--- config.mk ---
export PLATFORM = sky130hd
export DESIGN_NAME = mem_to_uart_flat
export DESIGN_NICKNAME = d
export VERILOG_FILES = /design/src/rtl/matmul_pkg.sv /design/src/rtl/mem_to_uart_if.sv /design/src/rtl/uart_tx_serializer.sv /design/src/rtl/mem_to_uart.sv /design/src/flat_wrapper.sv
export SDC_FILE = /design/constraint.sdc
export NUM_CORES = 1
export LEC_CHECK = 0
export ABC_AREA = 1
export BUFFER_PORTS_ARGS = -buffer_cell sky130_fd_sc_hd__buf_2
export CAP_MARGIN = 15
export CORE_MARGIN = 2
export CORE_UTILIZATION = 30
export DETAILED_ROUTE_END_ITERATION = 12
export PLACE_DENSITY = 0.47
export RECOVER_POWER = 100
export SYNTH_ARGS = -nofsm -noshare
export SYNTH_HDL_FRONTEND = slang
export SYNTH_SLANG_ARGS = --single-unit
export TNS_END_PERCENT = 20
--- constraint.sdc ---
create_clock -name clk -period 2.69 [get_ports clk]
set_input_delay 0.4035 -clock clk [delete_from_list [all_inputs] [get_ports clk]]
set_output_delay 0.4035 -clock clk [all_outputs]
set_load 0.05 [all_outputs]
--- src/rtl/matmul_pkg.sv ---
// Shared definitions for the result-memory UART dump path: sequencer state
// encoding and 8N1 frame constants.
package matmul_pkg;

    localparam int DATA_BITS  = 8;
    localparam int STOP_BITS  = 1;
    localparam int FRAME_BITS = 1 + DATA_BITS + STOP_BITS;

    typedef enum logic [2:0] {
        ST_IDLE  = 3'd0,
        ST_FETCH = 3'd1,
        ST_LOAD  = 3'd2,
        ST_SEND  = 3'd3,
        ST_NEXT  = 3'd4,
        ST_DONE  = 3'd5
    } mtu_state_t;

endpackage

--- src/rtl/mem_to_uart_if.sv ---
// Control, memory-read and serial-line bundle of mem_to_uart, plus the
// sequencer state exposed for observation.
interface mem_to_uart_if;
    import matmul_pkg::*;

    // start: one-cycle request, honoured only while the sequencer is idle.
    // mem_rd_en: one-cycle read strobe; mem_rd_data must be valid on the next
    // cycle, and mem_rd_addr holds its value between strobes.
    logic        start;
    logic        mem_rd_en;
    logic [31:0] mem_rd_addr;
    logic [7:0]  mem_rd_data;
    logic        tx_data;
    logic        busy;
    logic        done;
    mtu_state_t  fsm_state;

    modport master (
        input  start, mem_rd_data,
        output mem_rd_en, mem_rd_addr, tx_data, busy, done, fsm_state
    );

    modport slave (
        output start, mem_rd_data,
        input  mem_rd_en, mem_rd_addr, tx_data, busy, done, fsm_state
    );

endinterface

--- src/rtl/uart_tx_serializer.sv ---
// 8N1 UART transmitter: load captures a byte and starts a frame, tx_done is
// high during the final cycle of the stop bit.
module uart_tx_serializer
    import matmul_pkg::*;
#(
    parameter int CLKS_PER_BIT = 5208
) (
    input  logic       clk,
    input  logic       rst,
    input  logic       load,
    input  logic [7:0] data,
    output logic       tx,
    output logic       tx_done
);

    localparam int CW = (CLKS_PER_BIT > 1) ? $clog2(CLKS_PER_BIT) : 1;
    localparam int IW = $clog2(FRAME_BITS);

    logic                 active;
    logic [CW-1:0]        clk_cnt;
    logic [IW-1:0]        bit_idx;
    logic [DATA_BITS-1:0] shreg;
    logic                 bit_end;

    assign bit_end = active && (clk_cnt == CW'(CLKS_PER_BIT - 1));
    assign tx_done = bit_end && (bit_idx == IW'(FRAME_BITS - 1));

    always_ff @(posedge clk or posedge rst) begin
        if (rst) begin
            active  <= 1'b0;
            clk_cnt <= '0;
            bit_idx <= '0;
            shreg   <= '0;
            tx      <= 1'b1;
        end else if (load) begin
            active  <= 1'b1;
            clk_cnt <= '0;
            bit_idx <= '0;
            shreg   <= data;
            tx      <= 1'b0;
        end else if (active) begin
            if (bit_end) begin
                clk_cnt <= '0;
                if (tx_done) begin
                    active  <= 1'b0;
                    bit_idx <= '0;
                    tx      <= 1'b1;
                end else begin
                    bit_idx <= bit_idx + 1'b1;
                    // Indices 1..DATA_BITS carry data LSB first, the rest are stop bits.
                    if (bit_idx < IW'(DATA_BITS)) begin
                        tx    <= shreg[0];
                        shreg <= shreg >> 1;
                    end else begin
                        tx <= 1'b1;
                    end
                end
            end else begin
                clk_cnt <= clk_cnt + 1'b1;
            end
        end
    end

endmodule

--- src/rtl/mem_to_uart.sv ---
// Streams ROW*COLUMN bytes from the result memory, address 0 upward, out of a
// UART line, one byte per frame.
module mem_to_uart
    import matmul_pkg::*;
#(
    parameter int ROW          = 2,
    parameter int COLUMN       = 2,
    parameter int CLKS_PER_BIT = 5208
) (
    input  logic          clk,
    input  logic          rst,
    mem_to_uart_if.master bus
);

    localparam int TOTAL = ROW * COLUMN;

    mtu_state_t  state;
    logic [31:0] word_cnt;
    logic        mem_rd_en;
    logic [31:0] mem_rd_addr;
    logic        busy;
    logic        done;
    logic        load;
    logic        tx;
    logic        tx_done;

    uart_tx_serializer #(
        .CLKS_PER_BIT(CLKS_PER_BIT)
    ) u_ser (
        .clk    (clk),
        .rst    (rst),
        .load   (load),
        .data   (bus.mem_rd_data),
        .tx     (tx),
        .tx_done(tx_done)
    );

    // NEXT, FETCH and LOAD each take one cycle, giving the three idle-high
    // cycles between a stop bit and the following start bit.
    always_ff @(posedge clk or posedge rst) begin
        if (rst) begin
            state       <= ST_IDLE;
            word_cnt    <= '0;
            mem_rd_en   <= 1'b0;
            mem_rd_addr <= '0;
            busy        <= 1'b0;
            done        <= 1'b0;
            load        <= 1'b0;
        end else begin
            mem_rd_en <= 1'b0;
            done      <= 1'b0;
            load      <= 1'b0;
            case (state)
                ST_IDLE: begin
                    if (bus.start) begin
                        state       <= ST_FETCH;
                        word_cnt    <= '0;
                        mem_rd_en   <= 1'b1;
                        mem_rd_addr <= '0;
                        busy        <= 1'b1;
                    end
                end
                ST_FETCH: begin
                    state <= ST_LOAD;
                    load  <= 1'b1;
                end
                ST_LOAD: begin
                    state <= ST_SEND;
                end
                ST_SEND: begin
                    if (tx_done) state <= ST_NEXT;
                end
                ST_NEXT: begin
                    if (word_cnt == 32'(TOTAL - 1)) begin
                        state <= ST_DONE;
                        done  <= 1'b1;
                    end else begin
                        state       <= ST_FETCH;
                        word_cnt    <= word_cnt + 32'd1;
                        mem_rd_en   <= 1'b1;
                        mem_rd_addr <= word_cnt + 32'd1;
                    end
                end
                ST_DONE: begin
                    state <= ST_IDLE;
                    busy  <= 1'b0;
                end
                default: state <= ST_IDLE;
            endcase
        end
    end

    assign bus.mem_rd_en   = mem_rd_en;
    assign bus.mem_rd_addr = mem_rd_addr;
    assign bus.tx_data     = tx;
    assign bus.busy        = busy;
    assign bus.done        = done;
    assign bus.fsm_state   = state;

endmodule

--- src/flat_wrapper.sv ---
// flat-port wrapper written by rule: the top's interface ports become plain ports
module mem_to_uart_flat import matmul_pkg::*;
#(
    parameter int ROW          = 2,
    parameter int COLUMN       = 2,
    parameter int CLKS_PER_BIT = 5208
)
  (clk, rst, bus_start, bus_mem_rd_data, bus_mem_rd_en, bus_mem_rd_addr, bus_tx_data, bus_busy, bus_done, bus_fsm_state);
  mem_to_uart_if bus_i ();
  input  logic clk;
  input  logic rst;
  input wire logic [$bits(bus_i.start)-1:0] bus_start;
  input wire logic [$bits(bus_i.mem_rd_data)-1:0] bus_mem_rd_data;
  output wire logic [$bits(bus_i.mem_rd_en)-1:0] bus_mem_rd_en;
  output wire logic [$bits(bus_i.mem_rd_addr)-1:0] bus_mem_rd_addr;
  output wire logic [$bits(bus_i.tx_data)-1:0] bus_tx_data;
  output wire logic [$bits(bus_i.busy)-1:0] bus_busy;
  output wire logic [$bits(bus_i.done)-1:0] bus_done;
  output wire logic [$bits(bus_i.fsm_state)-1:0] bus_fsm_state;
  assign bus_i.start = bus_start;
  assign bus_i.mem_rd_data = bus_mem_rd_data;
  assign bus_mem_rd_en = bus_i.mem_rd_en;
  assign bus_mem_rd_addr = bus_i.mem_rd_addr;
  assign bus_tx_data = bus_i.tx_data;
  assign bus_busy = bus_i.busy;
  assign bus_done = bus_i.done;
  assign bus_fsm_state = bus_i.fsm_state;
  mem_to_uart #(.ROW(ROW), .COLUMN(COLUMN), .CLKS_PER_BIT(CLKS_PER_BIT)) u_core (.clk(clk), .rst(rst), .bus(bus_i));
endmodule
==> results.py <==
metrics = {
    "power_and_ir_drop": {
        "ir_drop_mv": 0.276,
        "pwr-share-seq_pct": 45.9,
        "sw_frac_of_total_pct": 23.0,
        "power.share.combinational_pct": 1.6,
        "power_frac_clock_pct": 52.6,
        "switchingPower_w": 0.000502,
        "p_leak_nw": 2.39,
        "powerDensity_nw_per_um2": 467,
        "intPower_w": 0.00168,
    },
    "finish": {
        "fin_util_pct": 35.5,
        "layout-drive-gt1-share_pct": 7.58,
        "multiInputGateArea_um2": 2070,
        "fill_cells": 1445,
        "seq_area_um2": 1650,
        "synthToLayoutAreaGrowth_pct": 16.4,
        "layout.cells.non_filler": 836,
        "fin_nets": 670,
        "antenna_cells": 0,
        "design_area_um2": 4680,
    },
    "synth": {
        "synthesis.nets": 616,
        "synthTopCellsByCount": "nand2_1, nor2_1, nand3_1, dfrtp_1, inv_1",
        "synthTopCellsByArea": "dfrtp_1, nand2_1, nand3_1",
        "ys.flop_type": "dfrtp_1",
        "synth_seq_cells": 66,
        "synth-seq-area-share_pct": 41.1,
        "yosysUniqueCellTypes": 27,
        "yosysTopAreaCellShare_pct": 40.4,
        "synthesis.area_um2": 4020,
        "synth_async_sr_flop_share_pct": 100,
        "synth.most_common_cell": "nand2_1",
        "synth_edf_count": 0,
        "syn_inst": 601,
        "avgSynthCellArea_um2": 6.70,
        "synth_top_cell_by_area": "dfrtp_1",
        "yosysWarnings": 0,
    },
    "placed_design": {
        "place_hpwl_mm": 8.36,
        "dp.cells": 820,
        "place_ws_ns": 0.763,
        "gp_congestion": 0.874,
        "place_area_um2": 4480,
        "port_buffers": 49,
    },
    "global_route": {
        "grt_start_max_net_pins": 43,
        "grt_busiest_layer": "met2",
        "use_met2_pct": 27.9,
        "track_usage_pct": 16.8,
        "use_met3_pct": 3.75,
        "antenna_found_initial": 0,
        "grt-ovfl-total": 0,
        "grt_pass1_vias": 3735,
        "met1_usage_pct": 21.4,
        "grt_pass1_wl_mm": 18.8,
    },
    "setup_path": {
        "crit_path_end_kind": "flip-flop",
        "path_buf_inv": 1,
        "rrSetupSlack_ns": 0.60,
        "required_ns": 2.97,
        "cp-start-kind": "flip-flop",
        "crit_family": "compound AO/OA/AOI/OAI gates",
        "path_cells": "ha_1, nand2_1, nor2_1, nand2_1, o21ai_2, buf_12, nand3_1, nand2_1",
        "arrival_ns": 2.37,
        "slowest_stage": "o21ai_2",
        "crit_path_max_incr_delay_ns": 0.65,
        "critical_path_class": "flip-flop to flip-flop",
        "cp_max_fo": 17,
        "timing.critical_path.mode_cell": "nand2_1",
    },
    "cts": {
        "cts.reportedPaths.clkPinSlew_ns": 0.06,
        "numCtsBuffers": 9,
        "h-tree-depth": 3,
        "clock_path_buffers": 2,
        "clock_latency_ns": 0.34,
        "cts_root_buffer": "clkbuf_16",
        "cts_setup_buffers": 0,
        "ctsHoldBuffers": 0,
        "cts_tree": "built",
        "ctsResizeCount": 0,
        "cts.sinks": 66,
    },
    "timing": {
        "fin_crit_sh_pct": 77.7,
        "max_freq_mhz": 479,
        "slew_headroom_pct": 24.0,
        "min_period_ns": 2.09,
        "report.final.slew_viol_count": 0,
        "max_slew.worst_pin.slew_ns": 1.14,
        "fin_ws_ns": 0.601,
        "clock_skew_ns": 0.00635,
        "rsz0062_at_grt": "false",
        "setup_viol": 0,
        "fin_tns_setup_ns": 0,
        "hold_viol": 0,
    },
    "floorplanning": {
        "rows": 42,
        "chipWidth_um": 120,
        "core-area_um2": 13200,
        "design.die.area_um2": 14400,
        "start_util_pct": 30.5,
        "io_pins": 50,
        "die_h_um": 120,
    },
    "route": {
        "antenna_violating_nets_post_route": 0,
        "avgRoutedWirePerCell_um": 13.5,
        "wl_mm": 11.3,
        "vias": 3935,
        "route.detailed.drc": 0,
        "viasPerCell": 4.71,
        "drtPass1Iterations": 4,
        "drt_iter0_markers": 231,
    },
    "worst_hold_path": {
        "min-delay-path-class": "primary input to asynchronous set/reset pin",
    },
    "status": {
        "outcome": "finished clean",
    },
    "run": {
        "maxCapViolCount": 0,
    },
}
-- worst register-to-register path, delay by kind of cell (launching register included) --
family	cells	cell delay, ns
adder cells (fa/ha/maj)	1	0.29
buffers and inverters	1	0.23
AND/OR/NAND/NOR	5	0.42
AO/OA/AOI/OAI	1	0.65
flip-flops	1	0.44
-- cell type report --
class	count	area share, %
clock buffer	11	5.40
clock inverter	5	0.828
inverter	53	4.25
multi-input combinational	470	44.2
sequential	66	35.3
tap	176	4.70
timing repair buffer	55	5.32
-- through the flow --
stage | total power [W] | hold WS [ns]
3_5_place_dp | 0.00106 | 0.465
3_3_place_gp | 0.00106 | 0.461
2_1_floorplan | 0.00104 | 0.443
5_1_grt | 0.00227 | 0.273
4_1_cts | 0.00223 | 0.127
6_report | 0.00219 | 0.268
-- routing by layer --
| layer | up-vias | part of all wire, % |
|---|---|---|
| met5 | - | 0 |
| met2 | 66 | 48 |
| met3 | 16 | 3.6 |
| li1 | 2025 | - |
| met4 | 0 | 1.8 |
| met1 | 1828 | 47 |
-- registers in the layout (all words and copies together) (netlist names), 3 cells and up --
signal	flops
u_core.bus.fsm_state	3
u_core.u_ser.shreg	8
u_core.u_ser.clk_cnt	13
u_core.u_ser.bit_idx	4
u_core.word_cnt	32
-- worst paths after layout --
| path | start | to | cells past startpoint |
|---|---|---|---|
| worst min-delay path | rst | u_core.u_ser.bit_idx[2] | 2 |
| worst max register to register | u_core.word_cnt[0] | u_core.word_cnt[20] | 8 |
| worst max-delay path | u_core.word_cnt[0] | u_core.word_cnt[20] | 8 |
| max in group asynchronous | rst | u_core.word_cnt[28] | 3 |
| worst min register to register | u_core.u_ser.tx | u_core.u_ser.tx | 2 |
| min in group clk | bus_mem_rd_data[7] | u_core.u_ser.shreg[7] | 3 |
-- layout by cell type, fill, tap and decap left out, drive strengths merged --
master	instances
ha	4
xor2	8
nand3	97
inv	53
or2	9
nand2	207
a21oi	5
clkbuf	52
nand4	6
clkinvlp	4
dfrtp	65
a31oi	1
dfstp	1
buf	14
nor2	106
nor3b	1
o21ai	16
nor3	8
clkinv	1
nor4	1
a21boi	1
-- cells by family (layout without fill, tap and decap cells) --
group | count (synthesis) | after routing | share of synthesized area (%)
compound gates | 23 | 23 | 3.23
xor+xnor | 8 | 8 | 1.74
fa+ha+maj | 4 | 4 | 1.24
buf+inv | 65 | 124 | 7.03
flops | 66 | 66 | 41.1
simple gates | 435 | 435 | 45.7
-- power groups by stage --
stage / sequential (W) / combinational, W / clock (W)
floorplan: 0.00102 / 0.0000203 / 0
global placement: 0.00102 / 0.0000392 / 0
detailed placement: 0.00102 / 0.0000402 / 0
CTS: 0.00100 / 0.0000399 / 0.00118
global route: 0.00100 / 0.0000419 / 0.00122
finish: 0.00100 / 0.0000343 / 0.00115
Power figures use the tool's default switching activity.
